$ cat src/rtl/bcd_timer_ctrl_if.sv
// bcd_timer_ctrl_if: request/feedback bundle between a host, the timer
// controller and the external 2-digit BCD counter it sequences.
interface bcd_timer_ctrl_if;
    logic       start;
    logic       stop;
    logic       clear;
    logic       dir;
    logic [7:0] limit;
    logic [3:0] q0;
    logic [3:0] q1;
    logic       tc;
    logic       mode;
    logic       count;
    logic       cnt_clr_n;
    logic       busy;
    logic       done;

    // Host side plus counter feedback
    modport master (
        output start, stop, clear, dir, limit, q0, q1, tc,
        input  mode, count, cnt_clr_n, busy, done
    );

    // Controller side
    modport slave (
        input  start, stop, clear, dir, limit, q0, q1, tc,
        output mode, count, cnt_clr_n, busy, done
    );
endinterface

$ cat src/rtl/bcd_timer_ctrl.sv
// bcd_timer_ctrl: run/pause/done sequencer for an external 2-digit BCD counter.
// Emits one count-enable pulse every DIV RUN cycles until the counter reads
// the latched limit or raises terminal count. All outputs are registered.
// Build option: BCD_CTRL_AUTORELOAD_EN -- DONE lasts one cycle, strobes the
// counter clear and re-enters RUN with the same mode and limit.
module bcd_timer_ctrl #(
    parameter int unsigned DIV = 10
) (
    input  logic            clk,
    input  logic            rstn,
    bcd_timer_ctrl_if.slave bus
);

    typedef enum logic [1:0] {
        IDLE  = 2'd0,
        RUN   = 2'd1,
        PAUSE = 2'd2,
        DONE  = 2'd3
    } state_e;

    localparam logic [7:0] PSC_LAST = 8'(DIV - 1);

    state_e     state_q, state_d;
    logic [7:0] psc_q, psc_d;
    logic [7:0] limit_q, limit_d;
    logic       mode_q, mode_d;
    logic       count_q, count_d;
    logic       clr_n_q, clr_n_d;
    logic       busy_q, done_q;

    logic [7:0] q_now, q_eff;
    logic       tc_eff, wrap, at_limit;

    // One BCD step in the counter's current direction (wraps 99<->00)
    function automatic logic [7:0] bcd_step(input logic [7:0] v, input logic down);
        logic [3:0] t, o;
        t = v[7:4];
        o = v[3:0];
        if (!down) begin
            if (o >= 4'd9) begin
                o = 4'd0;
                t = (t >= 4'd9) ? 4'd0 : t + 4'd1;
            end else begin
                o = o + 4'd1;
            end
        end else begin
            if (o == 4'd0) begin
                o = 4'd9;
                t = (t == 4'd0) ? 4'd9 : t - 4'd1;
            end else begin
                o = o - 4'd1;
            end
        end
        return {t, o};
    endfunction

    // Feedback lags our registered pulse by a cycle; look through a pulse
    // already on the wire so back-to-back pulses (DIV=1) never overshoot.
    always_comb begin
        q_now    = {bus.q1, bus.q0};
        q_eff    = count_q ? bcd_step(q_now, mode_q) : q_now;
        tc_eff   = count_q ? (mode_q ? (q_eff == 8'h00) : (q_eff == 8'h99)) : bus.tc;
        wrap     = (psc_q == PSC_LAST);
        at_limit = (q_eff == limit_q);
    end

    // Next-state and registered-output decode; clear beats everything
    always_comb begin
        state_d = state_q;
        psc_d   = psc_q;
        limit_d = limit_q;
        mode_d  = mode_q;
        count_d = 1'b0;
        clr_n_d = 1'b1;
        if (bus.clear) begin
            state_d = IDLE;
            psc_d   = 8'd0;
            clr_n_d = 1'b0;
        end else begin
            unique case (state_q)
                IDLE: begin
                    if (bus.start) begin
                        state_d = RUN;
                        mode_d  = bus.dir;
                        limit_d = bus.limit;
                        psc_d   = 8'd0;
                    end
                end
                RUN: begin
                    // Terminal conditions win over stop so a finished run is never parked
                    if (at_limit || (wrap && tc_eff)) begin
                        state_d = DONE;
`ifdef BCD_CTRL_AUTORELOAD_EN
                        clr_n_d = 1'b0;
`endif
                    end else if (bus.stop) begin
                        state_d = PAUSE;
                    end else begin
                        psc_d   = wrap ? 8'd0 : psc_q + 8'd1;
                        count_d = wrap;
                    end
                end
                PAUSE: begin
                    if (bus.start) state_d = RUN;
                end
                DONE: begin
`ifdef BCD_CTRL_AUTORELOAD_EN
                    state_d = RUN;
                    psc_d   = 8'd0;
`else
                    state_d = DONE;
`endif
                end
                default: state_d = IDLE;
            endcase
        end
    end

    // State and output registers
    always_ff @(posedge clk or negedge rstn) begin
        if (!rstn) begin
            state_q <= IDLE;
            psc_q   <= 8'd0;
            limit_q <= 8'd0;
            mode_q  <= 1'b0;
            count_q <= 1'b0;
            clr_n_q <= 1'b1;
            busy_q  <= 1'b0;
            done_q  <= 1'b0;
        end else begin
            state_q <= state_d;
            psc_q   <= psc_d;
            limit_q <= limit_d;
            mode_q  <= mode_d;
            count_q <= count_d;
            clr_n_q <= clr_n_d;
            busy_q  <= (state_d == RUN);
            done_q  <= (state_d == DONE);
        end
    end

    assign bus.mode      = mode_q;
    assign bus.count     = count_q;
    assign bus.cnt_clr_n = clr_n_q;
    assign bus.busy      = busy_q;
    assign bus.done      = done_q;

endmodule

$ cat src/flat_wrapper.sv
// flat-port wrapper written by rule: the top's interface ports become plain ports
module bcd_timer_ctrl_flat 
#(
    parameter int unsigned DIV = 10
)
  (clk, rstn, bus_start, bus_stop, bus_clear, bus_dir, bus_limit, bus_q0, bus_q1, bus_tc, bus_mode, bus_count, bus_cnt_clr_n, bus_busy, bus_done);
  bcd_timer_ctrl_if bus_i ();
  input  logic clk;
  input  logic rstn;
  input wire logic [$bits(bus_i.start)-1:0] bus_start;
  input wire logic [$bits(bus_i.stop)-1:0] bus_stop;
  input wire logic [$bits(bus_i.clear)-1:0] bus_clear;
  input wire logic [$bits(bus_i.dir)-1:0] bus_dir;
  input wire logic [$bits(bus_i.limit)-1:0] bus_limit;
  input wire logic [$bits(bus_i.q0)-1:0] bus_q0;
  input wire logic [$bits(bus_i.q1)-1:0] bus_q1;
  input wire logic [$bits(bus_i.tc)-1:0] bus_tc;
  output wire logic [$bits(bus_i.mode)-1:0] bus_mode;
  output wire logic [$bits(bus_i.count)-1:0] bus_count;
  output wire logic [$bits(bus_i.cnt_clr_n)-1:0] bus_cnt_clr_n;
  output wire logic [$bits(bus_i.busy)-1:0] bus_busy;
  output wire logic [$bits(bus_i.done)-1:0] bus_done;
  assign bus_i.start = bus_start;
  assign bus_i.stop = bus_stop;
  assign bus_i.clear = bus_clear;
  assign bus_i.dir = bus_dir;
  assign bus_i.limit = bus_limit;
  assign bus_i.q0 = bus_q0;
  assign bus_i.q1 = bus_q1;
  assign bus_i.tc = bus_tc;
  assign bus_mode = bus_i.mode;
  assign bus_count = bus_i.count;
  assign bus_cnt_clr_n = bus_i.cnt_clr_n;
  assign bus_busy = bus_i.busy;
  assign bus_done = bus_i.done;
  bcd_timer_ctrl #(.DIV(DIV)) u_core (.clk(clk), .rstn(rstn), .bus(bus_i));
endmodule
$ cat config.mk
export PLATFORM = sky130hd
export DESIGN_NAME = bcd_timer_ctrl_flat
export DESIGN_NICKNAME = d
export VERILOG_FILES = /design/src/rtl/bcd_timer_ctrl_if.sv /design/src/rtl/bcd_timer_ctrl.sv /design/src/flat_wrapper.sv
export SDC_FILE = /design/constraint.sdc
export NUM_CORES = 1
export LEC_CHECK = 0
export CAP_MARGIN = 10
export CORE_ASPECT_RATIO = 0.8
export CORE_MARGIN = 2
export CORE_UTILIZATION = 38
export CTS_CLUSTER_SIZE = 25
export DETAILED_ROUTE_END_ITERATION = 10
export PLACE_DENSITY = 0.71
export SLEW_MARGIN = 30
export SYNTH_ARGS = -nofsm -noshare
export SYNTH_HDL_FRONTEND = slang
export SYNTH_SLANG_ARGS = --single-unit
$ cat constraint.sdc
create_clock -name clk -period 8.4 [get_ports clk]
set_clock_uncertainty 0.2 [all_clocks]
set_input_delay 2.1 -clock clk [delete_from_list [all_inputs] [get_ports clk]]
set_output_delay 2.1 -clock clk [all_outputs]
set_load 0.02 [all_outputs]
==> impl_metrics.tcl <==
set metrics [dict create \
    status "complete, no violations" \
    syn_area_sq_um 2000 \
    rrSetupSlack_ns 5.10 \
    crit_fanout 10 \
    antenna_found_initial 0 \
    ios 28 \
    final_layout_size_suffix_gt1_share_pct 12.7 \
    dr_wl_met3_um 229 \
    final_cell_mix "26 x clkdlybuf4s50_1, 22 x dfrtp_1, 14 x nand3_1" \
    insertion_delay_ns 0.26 \
    fin_setup_tns_ns 0 \
    yosys_warnings 0 \
    synthCells 223 \
    cp.required_ns 8.35 \
    hold_buffers 0 \
    vias_per_cell 5.70 \
    cts_setup_buffers 0 \
    cts_buffer_depth 2 \
    drtIter0Drc 151 \
    yosys.area.top_type "dfrtp_1" \
    finalCritPeriodShare_pct 66.3 \
    maxUsedRoutingLayer "met3" \
    layout.nets 276 \
    gp_congestion 0.906 \
    hold_ws_ns 0.332 \
    seq_area_frac_synth_pct 28.9 \
    syn2layout_area_growth_pct 16.7 \
    cts_buffers 3 \
    final-hold-violation-count 0 \
    power_density_nw_per_um2 127 \
    wl_met1_um 2420 \
    hold_end "u_core.limit_q[5]$_DFFE_PN0P_" \
    wl_met2_um 1930 \
    ir_worst_vdd_mv 0.0729 \
    ys.flop_type "dfrtp_1" \
    wire_per_inst_um 15.0 \
    dieArea_sq_um 5860 \
    worst_setup_path_start_kind "primary input" \
    synth_edf_count 0 \
    final_common_cell "clkdlybuf4s50_1" \
    hold_depth 1 \
    dr.pass1.iters 4 \
    grt_setup_unrepaired "no" \
    slew_viol_final 0 \
    fmax_mhz 180 \
    antenna_cells 0 \
    rows 23 \
    period_needed_ns 5.57 \
    synth_largest_type_area_fraction_pct 27.6 \
    post_cts_resized 0 \
    detailed_place_hpwl_um 3470 \
    cts-root-buf "clkbuf_8" \
    syn_nets 254 \
    grt-ovfl-total 0 \
    synth_cell_types 60 \
    worstPathArrival_ns 5.52 \
    worst_pin_slew_ns 0.623 \
    drc 0 \
    hold_class "reg2reg" \
    io_buffers 27 \
    cap_violations 0 \
    min_from "u_core.limit_q[5]$_DFFE_PN0P_" \
    clock_sinks 23 \
    p_leak_uw 0.000954 \
    wl_um 4580 \
    die_w_um 85.1 \
    timing.slew.headroom_pct 58.2 \
    synth-async-reset-ratio_pct 100 \
    r2r_end "u_core.psc_q[2]$_DFFE_PN0P_" \
    critPathKind "in2reg" \
    clkSlewWorstSetupHoldPaths_ns 0.07 \
    setup_viol 0 \
    r2r-start "u_core.bus.count$_DFF_PN0_" \
    grt_pass1_vias 1597 \
    r2r_cells 9 \
    final_antenna_net_count 0 \
    grt_max_degree 24 \
    h-tree-depth 1 \
    cp-end-kind "flop" \
    placeableCoreArea_sq_um 5040 \
    cts_tree "built" \
    gr-usage-all-layers_pct 16.0 \
    vias 1744 \
    ys_seq_elements 23 \
    grt_pass1_wl_um 7630 \
    initial_utilization_pct 39.7 \
    die_y_um 68.9 \
    syn_area_per_cell_sq_um 8.96 \
    synth_area_leaders "dfrtp_1 28%, mux2_2 5.1%, ha_1 5.0%" \
]
[how the worst max path moves through the flow]
stage | end | startpoint | cells past startpoint
global route | u_core.psc_q[2]$_DFFE_PN0P_ | bus_q1[0] | 12
CTS | u_core.psc_q[2]$_DFFE_PN0P_ | bus_q1[0] | 12
floorplan | u_core.psc_q[2]$_DFFE_PN0P_ | bus_q1[0] | 12
detailed placement | u_core.psc_q[2]$_DFFE_PN0P_ | bus_q1[0] | 12
finish | u_core.psc_q[2]$_DFFE_PN0P_ | bus_q1[0] | 12
global placement | u_core.psc_q[2]$_DFFE_PN0P_ | bus_q1[0] | 12
[per-stage QoR]
step / instances / instance area, sq um / worst slack (ns) / utilization (%) / total power, uW
finish: 306 / 2330 / 2.83 / 46.3 / 296
global route: 306 / 2330 / 2.58 / 46.3 / 316
CTS: 306 / 2330 / 2.83 / 46.3 / 300
detailed placement: 302 / 2290 / 2.56 / 45.4 / 230
global placement: 302 / 2290 / 2.58 / 45.5 / 229
floorplan: 223 / 2000 / 3.30 / - / 199
[Yosys cell counts, types with 2 or more instances]
cell / number
dfrtp_1: 22
nand3_1: 14
a21oi_1: 13
nor2_1: 13
inv_1: 10
mux2_2: 9
nand2_1: 9
a21o_1: 8
ha_1: 8
nor2b_1: 8
o21ai_0: 7
xnor2_1: 7
nand2b_1: 6
nor3_1: 6
buf_2: 5
nor3b_1: 5
o31ai_1: 5
clkbuf_1: 4
or3_1: 4
nand4_1: 3
o21bai_1: 3
o22ai_1: 3
or3b_1: 3
a211oi_2: 2
a32o_1: 2
a41o_1: 2
and4bb_2: 2
buf_6: 2
nor4_1: 2
o211ai_1: 2
o211ai_2: 2
o21ai_1: 2
or2_2: 2
or4_1: 2
[state kept, by name (all words and copies together) (netlist names)]
name / flops
u_core.limit_q: 8
u_core.psc_q: 8
u_core.state_q: 2
u_core.bus.busy: 1
u_core.bus.cnt_clr_n: 1
u_core.bus.count: 1
u_core.bus.done: 1
u_core.bus.mode: 1
[logic make-up (layout without fill, tap and decap cells)]
group                      Yosys count  count (layout)  share of synthesized area (%)
muxes                               11              11                           6.70
and+or+nand+nor                     89              89                           27.4
DFF                                 23              23                           28.9
buffers and inverters               21              42                           5.01
xor gates and xnor gates             8               8                           3.51
adders and majority gates            8               8                           5.01
AOI/OAI and AO/OA                   63              63                           23.5
[layout make-up]
type / instances / area, sq um
fill: 474 / 2710
inverter: 10 / 37.5
multi-input combinational: 179 / 1320
tap: 62 / 77.6
sequential: 23 / 577
timing repair buffer: 28 / 273
clock buffer: 4 / 45.0
[routing by layer]
layer  track usage, %  vias to the layer above
met1             24.0                      817
li1                 -                      880
met4             1.59                        0
met5                0                        -
met2             25.1                       47
met3             2.62                        0
[critical path, cell delays in order]
cell and delay, ns:
clkdlybuf4s50_1 0.58, inv_1 0.18, ha_1 0.26, or3b_1 0.39
nand2_1 0.16, nand3_1 0.10, a22oi_1 0.30, mux2i_4 0.30
o21ai_2 0.08, or4b_4 0.48, a31o_4 0.29, a211o_1 0.29
[power by group]
| group | switching (uW) | total [uW] | internal [uW] |
|---|---|---|---|
| Sequential | 15.0 | 137 | 122 |
| Combinational | 44.4 | 91.8 | 47.4 |
| Clock | 33.4 | 67.3 | 33.8 |
| Total | 92.9 | 296 | 203 |
Power figures use the tool's default switching activity.
